$ cat config.mk
export PLATFORM = sky130hd
export DESIGN_NAME = serial_deser_sync
export DESIGN_NICKNAME = d
export VERILOG_FILES = /design/src/rtl/serial_deser_sync.sv
export SDC_FILE = /design/constraint.sdc
export NUM_CORES = 1
export LEC_CHECK = 0
export ABC_AREA = 1
export CORE_MARGIN = 3
export CORE_UTILIZATION = 40
export CTS_CLUSTER_DIAMETER = 120
export DETAILED_ROUTE_END_ITERATION = 8
export HOLD_SLACK_MARGIN = 0.1
export PLACE_DENSITY_LB_ADDON = 0.12
export SLEW_MARGIN = 20
export SYNTH_ARGS = -nofsm -noshare
export SYNTH_HDL_FRONTEND = slang
export SYNTH_SLANG_ARGS = --single-unit
export TNS_END_PERCENT = 10
$ cat constraint.sdc
create_clock -name clk_i -period 1.3 [get_ports clk_i]
set_input_delay 0.26 -clock clk_i [delete_from_list [all_inputs] [get_ports clk_i]]
set_output_delay 0.26 -clock clk_i [all_outputs]
set_load 0.02 [all_outputs]
$ cat src/rtl/serial_deser_sync.sv
// rtl/serial_deser_sync.sv - serial deserializer with sync-word hunt, payload capture and optional parity
// Optional even-parity bit after the payload is enabled by defining DESER_PARITY_EN.
module serial_deser_sync #(
    parameter int unsigned       DATA_W    = 10,
    parameter int unsigned       SYNC_W    = 4,
    parameter logic [SYNC_W-1:0] SYNC_PAT  = 4'b1011,
    parameter bit                LSB_FIRST = 1'b1
) (
    input  logic              clk_i,
    input  logic              rst_i,
    input  logic              inputdata_i,
    input  logic              en_i,
    output logic [DATA_W-1:0] data_o,
    output logic              valid_o,
    output logic              locked_o,
    output logic [7:0]        frame_cnt_o,
    output logic              parity_err_o
);

    localparam int unsigned FILL_W = $clog2(SYNC_W);
    localparam int unsigned CNT_W  = $clog2(DATA_W);
    localparam logic [FILL_W-1:0] FILL_MAX = FILL_W'(SYNC_W - 1);
    localparam logic [CNT_W-1:0]  CNT_LAST = CNT_W'(DATA_W - 1);

`ifdef DESER_PARITY_EN
    typedef enum logic [1:0] {ST_HUNT, ST_DATA, ST_PARITY} state_t;
`else
    typedef enum logic [0:0] {ST_HUNT, ST_DATA} state_t;
`endif

    state_t              state_q, state_d;
    logic [SYNC_W-1:0]   win_q, win_d;
    logic [SYNC_W-1:0]   candidate;
    logic [FILL_W-1:0]   fill_q, fill_d;
    logic [CNT_W-1:0]    cnt_q, cnt_d;
    logic [DATA_W-1:0]   shift_q, shift_d;
    logic                done_q, done_d;
    logic [DATA_W-1:0]   data_q;
    logic                valid_q;
    logic [7:0]          frame_cnt_q;

    // Window keeps the newest bit at the top, so index 0 is the oldest in arrival order.
    assign candidate = {inputdata_i, win_q[SYNC_W-1:1]};

`ifdef DESER_PARITY_EN
    logic perr_pend_q, perr_pend_d, perr_q;
`endif

    always_comb begin
        state_d = state_q;
        win_d   = win_q;
        fill_d  = fill_q;
        cnt_d   = cnt_q;
        shift_d = shift_q;
        done_d  = 1'b0;
`ifdef DESER_PARITY_EN
        perr_pend_d = 1'b0;
`endif
        if (en_i) begin
            case (state_q)
                ST_HUNT: begin
                    win_d = candidate;
                    if (fill_q < FILL_MAX) begin
                        fill_d = fill_q + 1'b1;
                    end
                    if ((fill_q >= FILL_MAX) && (candidate == SYNC_PAT)) begin
                        state_d = ST_DATA;
                        win_d   = '0;
                        fill_d  = '0;
                        cnt_d   = '0;
                    end
                end
                ST_DATA: begin
                    if (LSB_FIRST) begin
                        shift_d = {inputdata_i, shift_q[DATA_W-1:1]};
                    end else begin
                        shift_d = {shift_q[DATA_W-2:0], inputdata_i};
                    end
                    cnt_d = cnt_q + 1'b1;
                    if (cnt_q == CNT_LAST) begin
`ifdef DESER_PARITY_EN
                        state_d = ST_PARITY;
`else
                        state_d = ST_HUNT;
                        done_d  = 1'b1;
                        win_d   = '0;
                        fill_d  = '0;
`endif
                    end
                end
`ifdef DESER_PARITY_EN
                ST_PARITY: begin
                    state_d     = ST_HUNT;
                    done_d      = 1'b1;
                    perr_pend_d = (^shift_q) ^ inputdata_i;
                    win_d       = '0;
                    fill_d      = '0;
                end
`endif
                default: begin
                    state_d = ST_HUNT;
                    win_d   = '0;
                    fill_d  = '0;
                end
            endcase
        end
    end

    always_ff @(posedge clk_i) begin
        if (rst_i) begin
            state_q <= ST_HUNT;
            win_q   <= '0;
            fill_q  <= '0;
            cnt_q   <= '0;
            shift_q <= '0;
        end else begin
            state_q <= state_d;
            win_q   <= win_d;
            fill_q  <= fill_d;
            cnt_q   <= cnt_d;
            shift_q <= shift_d;
        end
    end

    // Output stage runs one clock behind the final bit and ignores en_i, so valid_o is always one cycle wide.
    always_ff @(posedge clk_i) begin
        if (rst_i) begin
            done_q      <= 1'b0;
            valid_q     <= 1'b0;
            data_q      <= '0;
            frame_cnt_q <= '0;
        end else begin
            done_q  <= done_d;
            valid_q <= done_q;
            if (done_q) begin
                data_q      <= shift_q;
                frame_cnt_q <= frame_cnt_q + 8'd1;
            end
        end
    end

`ifdef DESER_PARITY_EN
    always_ff @(posedge clk_i) begin
        if (rst_i) begin
            perr_pend_q <= 1'b0;
            perr_q      <= 1'b0;
        end else begin
            perr_pend_q <= perr_pend_d;
            perr_q      <= done_q & perr_pend_q;
        end
    end
    assign parity_err_o = perr_q;
`else
    assign parity_err_o = 1'b0;
`endif

    assign data_o      = data_q;
    assign valid_o     = valid_q;
    assign frame_cnt_o = frame_cnt_q;
    assign locked_o    = (state_q != ST_HUNT);

endmodule
Word level (Yosys, flattened, before mapping)

Index checks and enable logic that the tools add are counted.
Widths: inputs -> output; s select.

Flip-flop bits (word level): 41
Input port bits: 4
Output and inout bits: 21
Logic and storage cells: 40

Add/sub/neg operators: 3
Magnitude comparators: 2
Equal/unequal tests: 5
Muxes and demuxes: 13
Bitwise operators: 2
Reductions and logical operators: 6

Operators with widths:

| cell                | count |
|---|---|
| $pmux 4 s2          | 2 |
| $mux 4              | 3 |
| $add 8x1->8 const B | 1 |
| $eq 4x4->1 const B  | 2 |
| $mux 2              | 3 |
| $reduce_and 2->1    | 3 |
| $add 4x1->4 const B | 1 |
| $pmux 2 s2          | 1 |
| $mux 1              | 3 |
| $ne 3x3->1 const B  | 1 |
| $reduce_and 3->1    | 1 |
| $reduce_or 3->1     | 1 |
| $add 2x1->2 const B | 1 |
| $ge 2x2->1 const B  | 1 |
| $lt 2x2->1 const B  | 1 |
| $ne 2x1->1 const B  | 1 |
| $ne 2x2->1 const B  | 1 |
| $not 1->1           | 2 |
| $pmux 1 s2          | 1 |
| $logic_and 1x1->1   | 1 |

Logic depth before layout (Yosys ltp)

Depth in word-level cells: 4
Depth in mapped cells: 9
Mapped depth without buffers: 9

Worst setup path after synthesis

OpenSTA, ideal clock, no wires.

Path type: reg2reg
From: register frame_cnt_q[0] (netlist: frame_cnt_o[0])
To: register frame_cnt_q[6] (netlist: frame_cnt_o[6])
Library setup time: 0.114 ns
Data arrival time: 1.143 ns
Required time: 1.186 ns
Slack: 0.043 ns
Cell stages (with the launch flop): 9
Path buffers: 0
Clock period less this slack: 1.257 ns
Cells stage by stage: dfxtp_1 > ha_1 > nand3_1 > inv_2 > nand2_2 > nor2_4 > nand2_1 > nand2_1 > nor2_1

Longest elaborated chain between the ends: 1

Ends and longest elaborated chain:

| element                | RTL line | RTL |
|---|---|---|
| from (decl)            | 40       | `logic [7:0] frame_cnt_q;` |
| from (signal assigned) | 137      | `frame_cnt_q <= frame_cnt_q + 8'd1;` |
| $add 8x1->8            | 137      |  |

Every way passes these cells.
A chain may end at the register's enable or synchronous reset.

Final worst setup path

From: register frame_cnt_q[1] (netlist: frame_cnt_o[1])
To: output frame_cnt_o[1]

RTL lines:

| element   | RTL line | RTL |
|---|---|---|
| to (decl) | 16       | `output logic [7:0] frame_cnt_o,` |

No word-level cell between the ends.

==> results.sh <==
export IMPL_ys_types=25
export IMPL_power_density_nw_per_um2=1010
export IMPL_synth_area_leader_cell="dfxtp_1"
export IMPL_layout_drive_gt1_share_pct=12.8
export IMPL_clkLatencyLatePin_ps=290
export IMPL_synthesis_nets=227
export IMPL_cp_data_arrival_time_ps=1000
export IMPL_diodes=0
export IMPL_cts_root_buf="clkbuf_8"
export IMPL_ir_drop_uv=552
export IMPL_r2r_slack_ps=100
export IMPL_cpPeakStageDelay_ps=380
export IMPL_synthFlopType="dfxtp_1"
export IMPL_setup_slack_ps=44.1
export IMPL_ys_seq_elements=40
export IMPL_post_drt_wl_per_cell_um=10.7
export IMPL_clock_skew_ps=4.70
export IMPL_syn_cell_area_um2=1650
export IMPL_yosysTopAreaCellShare_pct=48.7
export IMPL_end_kind="output pin"
export IMPL_cp_top_family="flip-flops"
export IMPL_drtIter0Drc=85
export IMPL_r2r_cells=9
export IMPL_routed_wl_um=3250
export IMPL_synth_area_top_cells="dfxtp_1 (49%), nor2_1 (12%), o21ai_0 (7.9%)"
export IMPL_synthArstFlopShare_pct=0
export IMPL_clock_fmax_ghz=0.796
export IMPL_setup_viol=0
export IMPL_worstPathMaxFanout=4
export IMPL_maxCapViolCount=0
export IMPL_globalplace_congestion=0.834
export IMPL_dr_pass1_iters=4
export IMPL_crit_reg2reg_capture="fill_q[1]"
export IMPL_start_kind="register"
export IMPL_stdcell_count=305
export IMPL_cts_num_sinks=40
export IMPL_vias=1413
export IMPL_nNetsFinal=265
export IMPL_worst_path_stages=1
export IMPL_ant_nets=0
export IMPL_dieArea_um2=4920
export IMPL_synthTopCellsByCount="nor2_1 (52), dfxtp_1 (40), nand2_1 (28), o21ai_0 (26), inv_1 (19)"
export IMPL_rsz0062_at_grt="yes"
export IMPL_cp_required_ps=1040
export IMPL_outcome="finished clean"
export IMPL_finalMaxSlewViolations=0
export IMPL_htree_levels=2
export IMPL_synthCells=219
export IMPL_cp_slowest_cell="dfxtp_1"
export IMPL_synth_most_common_cell="nor2_1"
export IMPL_layout_filler_cells=403
export IMPL_finalCritPeriodShare_pct=96.6
export IMPL_grt_total_usage_pct=14.6
export IMPL_cp_buffers_inverters=1
export IMPL_period_minus_slack_ps=1260
export IMPL_cts_tree="yes"
export IMPL_rows=22
export IMPL_antenna_found_initial=0
export IMPL_criticalPathCategory="register to output pin"
export IMPL_die_h_um=70.1
export IMPL_grt_max_degree=19
export IMPL_worst_r2r_startpoint="cnt_q[1]"
export IMPL_clk_path_buf_depth=2
export IMPL_cts_setup_buffers=0
export IMPL_cts_buffers=5
export IMPL_grt_overflow_total=0
export IMPL_io_pins=25
export IMPL_place_area_um2=2020
export IMPL_hpwlAfterDp_um=2320
export IMPL_finalInstanceArea_um2=2080
export IMPL_hold_path_class="register to register"
export IMPL_die_x_um=70.1
export IMPL_synth_edf_count=0
export IMPL_synth_avg_cell_area_um2=7.51
export IMPL_core_area_um2=3800
export IMPL_seq_area_frac_synth_pct=48.7
export IMPL_grt_pass1_wl_um=5710
export IMPL_path_clk_slew_ps=70
export IMPL_post_place_ws_ps=-173
export IMPL_grt_pass1_vias=1269
export IMPL_p_leak_nw=1.02
export IMPL_drc_errors=0
export IMPL_synthToLayoutAreaGrowth_pct=26.3
export IMPL_routed_via_density=4.63
export IMPL_holdBufCountCts=0
export IMPL_critPathLaunch="frame_cnt_o[1]"
export IMPL_endpoint="frame_cnt_o[1]"
export IMPL_yosysWarningCount=0
export IMPL_port_buffers=23
export IMPL_worstPathCellList="clkdlybuf4s15_1"
export IMPL_dp_cells=298
export IMPL_start_util_pct=43.3
export IMPL_finalHoldViolations=0
## flip-flops by register name, indices dropped and copies added, names as in the netlist
register and flops:
data_o 10, cnt_q 4, frame_cnt_o 8, fill_q 2
valid_o 1, locked_o 1, done_q 1, win_q 3
shift_q 10
## kinds of logic after synthesis
| group | Yosys count | share of synthesized area [%] |
|---|---|---|
| compound gates | 45 | 14.4 |
| fa+ha+maj | 4 | 3.04 |
| buf+inv | 31 | 8.44 |
| flops | 40 | 48.7 |
| other cells | 1 | 0.228 |
| simple gates | 98 | 25.2 |
## routing by layer
metal / wire [um] / global-route usage, %
met1: 1600 / 18.4
met2: 1440 / 22.6
met3: 149 / 5.32
met4: 57 / 5.74
met5: 0 / 0
## timing repair
item	CTS	global route
endpoints found under the setup margin	20	6
pin swaps	0	0
resized for setup	20	2
## per-stage QoR
stage               hold slack [ps]  setup TNS [ps]  util, %  total power [mW]
finish                          468               0     54.7              2.11
global route                    490           -8.04     54.7              2.20
CTS                             470               0     54.6              2.14
detailed placement              458           -1430     53.3              1.36
global placement                460           -1180     53.3              1.36
floorplan                       408               0        -              1.33
## how the worst min path moves through the flow
| stage | from | to | cells after the start |
|---|---|---|---|
| after global placement | win_q[1] | win_q[1] | 2 |
| final | win_q[1] | win_q[1] | 2 |
| after floorplan | inputdata_i | shift_q[9] | 2 |
| after CTS | win_q[1] | win_q[1] | 2 |
| after global routing | win_q[1] | win_q[1] | 2 |
| after detailed placement | win_q[1] | win_q[1] | 2 |
## tightest hold or removal path: stages, from the launching register on
cell,delay (ps)
dfxtp_1,310
nand2_1,60
a21oi_1,50
## power by group
| part | switching [mW] | internal (mW) | leakage (nW) |
|---|---|---|---|
| Sequential | 0.00689 | 1.23 | 0.323 |
| Clock | 0.410 | 0.365 | 0.0410 |
| Combinational | 0.0508 | 0.0420 | 0.655 |
| Total | 0.468 | 1.64 | 1.02 |
## cells in the final DEF, fill, tap and decap left out, types with 3 or more instances in the layout
master            n
a21oi_1          15
o21ai_0          26
clkdlybuf4s50_1   3
nand4_1           4
dlygate4sd2_1    19
inv_1            19
dfxtp_1          39
nand2_1          28
nand2_2           3
clkbuf_8          5
nand3_1           5
ha_1              4
nor2_1           52
buf_4            17
## cell type report
type,count,area [um^2],share of cell area [%]
Clock inverter,1,5.00,0.241
Timing Repair Buffer,41,354,17.0
Inverter,21,78.8,3.79
Multi-Input combinational cell,148,706,34.0
Sequential cell,40,802,38.6
Clock buffer,6,72.6,3.49
Tap cell,48,60.1,2.89
Note: power is estimated with default switching activity, not from simulation.
